--- src/rtl/hazard_stall_ctrl_if.sv ---
// rtl/hazard_stall_ctrl_if.sv - pipeline-to-hazard-controller signal bundle
interface hazard_stall_ctrl_if;
   logic [4:0]  rs_D;
   logic [4:0]  rt_D;
   logic [1:0]  tuse_rs_D;
   logic [1:0]  tuse_rt_D;
   logic [4:0]  wa_E;
   logic [1:0]  tnew_E;
   logic [4:0]  wa_M;
   logic [1:0]  tnew_M;
   logic        md_start_E;
   logic        md_div_E;
   logic        md_use_D;
   logic        Stall;
   logic        Flush_E;
   logic        md_busy;
   logic [31:0] stall_cnt;

   // pipeline side: presents D/E/M stage info, consumes stall controls
   modport master (
      output rs_D, rt_D, tuse_rs_D, tuse_rt_D,
      output wa_E, tnew_E, wa_M, tnew_M,
      output md_start_E, md_div_E, md_use_D,
      input  Stall, Flush_E, md_busy, stall_cnt
   );

   // controller side
   modport slave (
      input  rs_D, rt_D, tuse_rs_D, tuse_rt_D,
      input  wa_E, tnew_E, wa_M, tnew_M,
      input  md_start_E, md_div_E, md_use_D,
      output Stall, Flush_E, md_busy, stall_cnt
   );
endinterface

--- src/rtl/hazard_stall_ctrl.sv ---
// rtl/hazard_stall_ctrl.sv - RAW/mult-div stall controller, optional STALL_PERF_EN stall counter
module hazard_stall_ctrl #(
   parameter int MULT_CYC = 5,
   parameter int DIV_CYC  = 10,
   parameter int CNT_W    = 4
) (
   input logic               clk,
   input logic               reset,
   hazard_stall_ctrl_if.slave hz
);

   logic [CNT_W-1:0] busy_cnt;
   logic             stall_rs;
   logic             stall_rt;
   logic             stall_md;
   logic             stall;

   // RAW hazards that forwarding cannot resolve; $0 is hardwired and never waits
   always_comb begin
      stall_rs = (hz.rs_D != 5'd0) &&
                 (((hz.rs_D == hz.wa_E) && (hz.tnew_E > hz.tuse_rs_D)) ||
                  ((hz.rs_D == hz.wa_M) && (hz.tnew_M > hz.tuse_rs_D)));
      stall_rt = (hz.rt_D != 5'd0) &&
                 (((hz.rt_D == hz.wa_E) && (hz.tnew_E > hz.tuse_rt_D)) ||
                  ((hz.rt_D == hz.wa_M) && (hz.tnew_M > hz.tuse_rt_D)));
   end

   // mult/div users wait while the unit is running or is being started right now
   always_comb begin
      stall_md = hz.md_use_D && ((busy_cnt != '0) || hz.md_start_E);
      stall    = stall_rs | stall_rt | stall_md;
   end

   assign hz.Stall   = stall;
   assign hz.Flush_E = stall;
   assign hz.md_busy = (busy_cnt != '0);

   // busy down-counter: load on an accepted start, otherwise run down to zero and stop
   always_ff @(posedge clk or negedge reset) begin
      if (!reset) begin
         busy_cnt <= '0;
      end else if (hz.md_start_E && (busy_cnt == '0)) begin
         busy_cnt <= hz.md_div_E ? CNT_W'(DIV_CYC) : CNT_W'(MULT_CYC);
      end else if (busy_cnt != '0) begin
         busy_cnt <= busy_cnt - CNT_W'(1);
      end
   end

`ifdef STALL_PERF_EN
   logic [31:0] perf_cnt;

   // counts every cycle the front end is held; wraps naturally at 32 bits
   always_ff @(posedge clk or negedge reset) begin
      if (!reset) begin
         perf_cnt <= 32'd0;
      end else if (stall) begin
         perf_cnt <= perf_cnt + 32'd1;
      end
   end

   assign hz.stall_cnt = perf_cnt;
`else
   assign hz.stall_cnt = 32'd0;
`endif

endmodule

--- src/flat_wrapper.sv ---
// flat-port wrapper written by rule: the top's interface ports become plain ports
module hazard_stall_ctrl_flat 
#(
   parameter int MULT_CYC = 5,
   parameter int DIV_CYC  = 10,
   parameter int CNT_W    = 4
)
  (clk, reset, hz_rs_D, hz_rt_D, hz_tuse_rs_D, hz_tuse_rt_D, hz_wa_E, hz_tnew_E, hz_wa_M, hz_tnew_M, hz_md_start_E, hz_md_div_E, hz_md_use_D, hz_Stall, hz_Flush_E, hz_md_busy, hz_stall_cnt);
  hazard_stall_ctrl_if hz_i ();
  input logic clk;
  input logic reset;
  input wire logic [$bits(hz_i.rs_D)-1:0] hz_rs_D;
  input wire logic [$bits(hz_i.rt_D)-1:0] hz_rt_D;
  input wire logic [$bits(hz_i.tuse_rs_D)-1:0] hz_tuse_rs_D;
  input wire logic [$bits(hz_i.tuse_rt_D)-1:0] hz_tuse_rt_D;
  input wire logic [$bits(hz_i.wa_E)-1:0] hz_wa_E;
  input wire logic [$bits(hz_i.tnew_E)-1:0] hz_tnew_E;
  input wire logic [$bits(hz_i.wa_M)-1:0] hz_wa_M;
  input wire logic [$bits(hz_i.tnew_M)-1:0] hz_tnew_M;
  input wire logic [$bits(hz_i.md_start_E)-1:0] hz_md_start_E;
  input wire logic [$bits(hz_i.md_div_E)-1:0] hz_md_div_E;
  input wire logic [$bits(hz_i.md_use_D)-1:0] hz_md_use_D;
  output wire logic [$bits(hz_i.Stall)-1:0] hz_Stall;
  output wire logic [$bits(hz_i.Flush_E)-1:0] hz_Flush_E;
  output wire logic [$bits(hz_i.md_busy)-1:0] hz_md_busy;
  output wire logic [$bits(hz_i.stall_cnt)-1:0] hz_stall_cnt;
  assign hz_i.rs_D = hz_rs_D;
  assign hz_i.rt_D = hz_rt_D;
  assign hz_i.tuse_rs_D = hz_tuse_rs_D;
  assign hz_i.tuse_rt_D = hz_tuse_rt_D;
  assign hz_i.wa_E = hz_wa_E;
  assign hz_i.tnew_E = hz_tnew_E;
  assign hz_i.wa_M = hz_wa_M;
  assign hz_i.tnew_M = hz_tnew_M;
  assign hz_i.md_start_E = hz_md_start_E;
  assign hz_i.md_div_E = hz_md_div_E;
  assign hz_i.md_use_D = hz_md_use_D;
  assign hz_Stall = hz_i.Stall;
  assign hz_Flush_E = hz_i.Flush_E;
  assign hz_md_busy = hz_i.md_busy;
  assign hz_stall_cnt = hz_i.stall_cnt;
  hazard_stall_ctrl #(.MULT_CYC(MULT_CYC), .DIV_CYC(DIV_CYC), .CNT_W(CNT_W)) u_core (.clk(clk), .reset(reset), .hz(hz_i));
endmodule
--- config.mk ---
export PLATFORM = sky130hd
export DESIGN_NAME = hazard_stall_ctrl_flat
export DESIGN_NICKNAME = d
export VERILOG_FILES = /design/src/rtl/hazard_stall_ctrl_if.sv /design/src/rtl/hazard_stall_ctrl.sv /design/src/flat_wrapper.sv
export SDC_FILE = /design/constraint.sdc
export NUM_CORES = 1
export LEC_CHECK = 0
export ABC_AREA = 0
export BUFFER_PORTS_ARGS = -buffer_cell sky130_fd_sc_hd__buf_2
export CAP_MARGIN = 30
export CORE_UTILIZATION = 40
export DETAILED_ROUTE_END_ITERATION = 10
export PLACE_DENSITY = 0.8
export REMOVE_ABC_BUFFERS = 1
export SLEW_MARGIN = 20
export SYNTH_ARGS = -nofsm -noshare
export SYNTH_HDL_FRONTEND = slang
export SYNTH_SLANG_ARGS = --single-unit
--- constraint.sdc ---
create_clock -name clk -period 1.68 [get_ports clk]
set_clock_uncertainty 0.05 [all_clocks]
set_input_delay 0 -clock clk [delete_from_list [all_inputs] [get_ports clk]]
set_output_delay 0 -clock clk [all_outputs]
set_load 0.05 [all_outputs]
==> impl_results.rst <==
.. list-table::
   :header-rows: 1

   * - Metric
     - Value
   * - Power density of the placed cells
     - 929 nW/um^2
   * - DRC violation total after the first TritonRoute iteration
     - 4
   * - Top Registers
     - u_core.busy_cnt (4)
   * - EDFF count, synth
     - 0
   * - DRC violations left
     - 0
   * - Clk slew on worst S/H paths
     - 0.04 ns
   * - Max-cap violations
     - 0
   * - Post-layout min period
     - 1.59 ns
   * - Post-Place Worst Slack
     - 0.125 ns
   * - Mux cell area share after synthesis
     - 1.09%
   * - Number of antenna violations at the first check in global routing
     - 0
   * - R2R Path End
     - u_core.busy_cnt[3]$_DFFE_PN0P_
   * - Sum of net half-perimeters after detailed placement
     - 1720 um
   * - Top post-synthesis cells by area
     - sky130_fd_sc_hd__buf_4 (27%), sky130_fd_sc_hd__ha_1 (14%), sky130_fd_sc_hd__xnor2_1 (13%)
   * - Synth Warn #
     - 0
   * - Crit path launch type
     - flop
   * - CTS root buf
     - sky130_fd_sc_hd__clkbuf_4
   * - Sequential element share of the synthesized area
     - 10.9%
   * - Detail-routed via count per cell
     - 4.64
   * - IO buf count
     - 35
   * - Max FFs per register
     - 4
   * - Area share of the leading cell type in the synthesized netlist
     - 27.0%
   * - Standard cell with the maximum stage delay on the critical path
     - sky130_fd_sc_hd__dfrtp_1
   * - Ratio of cells with drive above 1 in the final layout
     - 30.1%
   * - Worst Path Required
     - 1.63 ns
   * - Starting Density
     - 44.5%
   * - Routability cong.
     - 0.804
   * - Netlist area before placement
     - 917 sq um
   * - Average routed wire per standard cell
     - 11.2 um
   * - Level count of the clock H-tree
     - 1
   * - Worst path arrival time
     - 1.54 ns
   * - Portion of the clock cycle consumed by the worst path in the final layout
     - 94.8%
   * - Adder-cell area share of the yosys netlist
     - 13.6%
   * - Xor/xnor share of the synthesized area
     - 20.1%
   * - Die outline width
     - 49.9 um
   * - Share of async-settable or async-resettable flops after synthesis
     - 100%
   * - Distinct cell type count of the synthesized netlist
     - 27
   * - Number of top-level pins
     - 68
   * - Hold Path Class
     - input port to async pin
   * - Final nets
     - 198
   * - Rows
     - 16
   * - Number of filler cells placed in the layout
     - 195
   * - Cell type with the largest total area after synthesis
     - sky130_fd_sc_hd__buf_4
   * - Total wirelength of the detailed-routed design
     - 2010 um
   * - Via Count
     - 835
   * - Synthesized area divided by synthesized cell count
     - 7.98 sq um
   * - First-pass GRT wire length
     - 3020 um
   * - Worst reg-to-reg setup slack
     - 0.38 ns
   * - Critical path launch point
     - u_core.busy_cnt[0]$_DFFE_PN0P_
   * - TritonCTS clock tree
     - done
   * - Cell count along the critical path
     - 7
   * - CP Capture Type
     - output pin
   * - Detailed Routing Iterations Pass 1
     - 4
   * - Least setup slack across all paths after layout
     - 0.0882 ns
   * - Count of final setup violators
     - 0
   * - Core Box Area
     - 2060 sq um
   * - Number of cells on the worst reg-to-reg path
     - 5
   * - Leading cell type by number of instances after synthesis
     - sky130_fd_sc_hd__buf_4
   * - CP peak stage delay
     - 0.38 ns
   * - Number of clock sinks
     - 4
   * - Number of instances in the synthesized netlist
     - 115
   * - Most used cell, CP
     - sky130_fd_sc_hd__inv_1
   * - Vert. Die Dim
     - 49.9 um
   * - Combinational family with the most area after synthesis
     - buffers and inverters
   * - Number of global-route vias before repair
     - 753
   * - Largest register by flop count
     - u_core.busy_cnt
   * - Clock network latency to the later pin of the worst-skew pair
     - 0.23 ns
   * - Most used standard cells in the synthesized netlist
     - sky130_fd_sc_hd__buf_4 (33), sky130_fd_sc_hd__xnor2_1 (14), sky130_fd_sc_hd__ha_1 (10), sky130_fd_sc_hd__inv_1 (10), sky130_fd_sc_hd__xor2_1 (7)
   * - GR Overflow Total
     - 0
   * - Maximum buffer depth of the clock tree
     - 2
   * - Maximum achievable frequency
     - 0.628 GHz
   * - Num CTS Buffers
     - 3
   * - Leakage power of the design
     - 0.549 nW
   * - Antenna Diode Count
     - 0
   * - Commonest register cell after synthesis
     - sky130_fd_sc_hd__dfrtp_1
   * - Final hold vios
     - 0
   * - Critical path endpoint
     - hz_Flush_E
   * - Buffer and inverter count on the worst path
     - 3
   * - Worst hold slack after final layout
     - 0.0482 ns
   * - Total Die Area
     - 2490 sq um
   * - Critical Path, Cell by Cell
     - inv_1, ha_2, and2_4, inv_1, o21ai_2, nand3_2, buf_6
   * - #FFs+latches synth
     - 4
   * - Tot GR Track Use
     - 16.3%
   * - Status
     - complete, no violations
   * - Number of nets still failing antenna checks after routing
     - 0
   * - Worst path top cell family by delay
     - flip-flops
   * - Synth Area in Compound Gates
     - 10.8%
   * - Post-synthesis to final-layout area growth
     - 16.1%
   * - Worst IR Drop VDD
     - 0.686 mV
   * - Worst setup path category
     - flop to output pin
   * - Beginning of the worst register-to-register path
     - u_core.busy_cnt[0]$_DFFE_PN0P_
   * - Max Transition Viols Final
     - 0
   * - Pin count of the biggest net entering global routing
     - 7
   * - Unrepaired setup endpoints after global routing
     - false
   * - Worst-path fanout max
     - 6
   * - Simple-gate share of the synthesized area
     - 11.6%
routing by layer:
layer  share of wire (%)  up-vias  global-route usage (%)
met5                   0        -                       0
met4                 4.0        0                    14.3
met3                  11        7                    5.25
met2                  49       54                    26.4
met1                  36      372                    16.8
li1                    -      402                       -
worst min path at each step:
stage | from | slack [ns] | end
global placement | reset | -0.25 | u_core.busy_cnt[3]$_DFFE_PN0P_
CTS | reset | 0.04 | u_core.busy_cnt[0]$_DFFE_PN0P_
global route | reset | 0.04 | u_core.busy_cnt[0]$_DFFE_PN0P_
detailed placement | reset | -0.24 | u_core.busy_cnt[3]$_DFFE_PN0P_
floorplan | reset | -0.35 | u_core.busy_cnt[0]$_DFFE_PN0P_
finish | reset | 0.05 | u_core.busy_cnt[0]$_DFFE_PN0P_
where the power goes:
part	switching, mW	leakage, nW	internal, mW
combinational	0.449	0.488	0.235
sequential	0.0400	0.0476	0.151
clock	0.0357	0.0138	0.0797
total	0.524	0.549	0.465
stage by stage:
| stage | cell area, sq um | TNS, ns | cells | total power, mW | utilization (%) |
|---|---|---|---|---|---|
| after CTS | 1050 | 0 | 179 | 0.959 | 50.8 |
| final | 1060 | 0 | 180 | 0.990 | 51.6 |
| after floorplan | 782 | -0.870 | 112 | 0.643 | - |
| after global placement | 991 | 0 | 174 | 0.755 | 48.1 |
| after global routing | 1060 | 0 | 180 | 1.08 | 51.6 |
| after detailed placement | 991 | 0 | 174 | 0.788 | 48.1 |
cells by family after synthesis:
kind of cell / count (synthesis)
fa+ha+maj: 10
other cells: 1
flops: 4
compound gates: 15
buf+inv: 44
xor+xnor: 21
mux: 1
simple gates: 19
cell type report:
| type | count | area (sq um) | share of cell area (%) |
|---|---|---|---|
| Clock buffer | 3 | 22.5 | 2.12 |
| Inverter | 10 | 37.5 | 3.53 |
| Multi-Input combinational cell | 98 | 658 | 61.8 |
| Sequential cell | 4 | 100 | 9.40 |
| Tap cell | 27 | 33.8 | 3.17 |
| Timing Repair Buffer | 38 | 213 | 20.0 |
timing repair:
item / 4_1_cts / 5_1_grt
resized for setup: 9 / 2
hold endpoints to repair: 4 / 0
endpoints found under the setup margin: 2 / 2
pin swaps: 2 / 0
setup buffers: 1 / 1
hold buffers: 1 / 0
cell usage in the layout, fill, tap and decap left out:
cell type / instances
sky130_fd_sc_hd__dfrtp_1: 4
sky130_fd_sc_hd__xnor2_1: 14
sky130_fd_sc_hd__ha_2: 1
sky130_fd_sc_hd__conb_1: 32
sky130_fd_sc_hd__a21oi_1: 3
sky130_fd_sc_hd__o211ai_1: 1
sky130_fd_sc_hd__a2111oi_2: 1
sky130_fd_sc_hd__buf_6: 2
sky130_fd_sc_hd__a31oi_1: 1
sky130_fd_sc_hd__o21a_1: 1
sky130_fd_sc_hd__nor3_1: 1
sky130_fd_sc_hd__xor2_1: 7
sky130_fd_sc_hd__mux2i_1: 1
sky130_fd_sc_hd__inv_1: 9
sky130_fd_sc_hd__nor4_1: 3
sky130_fd_sc_hd__clkbuf_4: 3
sky130_fd_sc_hd__o22ai_1: 2
sky130_fd_sc_hd__o31ai_1: 2
sky130_fd_sc_hd__nand3_1: 1
sky130_fd_sc_hd__or4_1: 2
sky130_fd_sc_hd__nand2_1: 4
sky130_fd_sc_hd__nor2b_1: 1
sky130_fd_sc_hd__inv_2: 1
sky130_fd_sc_hd__nand3_2: 1
sky130_fd_sc_hd__o21ai_2: 1
sky130_fd_sc_hd__and2_4: 1
sky130_fd_sc_hd__buf_2: 33
sky130_fd_sc_hd__ha_1: 9
sky130_fd_sc_hd__dlygate4sd3_1: 1
sky130_fd_sc_hd__nand4_1: 3
sky130_fd_sc_hd__buf_4: 2
sky130_fd_sc_hd__nand3b_1: 1
sky130_fd_sc_hd__o21ai_0: 3
sky130_fd_sc_hd__nor2_1: 1
No activity file was read; power rests on OpenSTA's default activity.
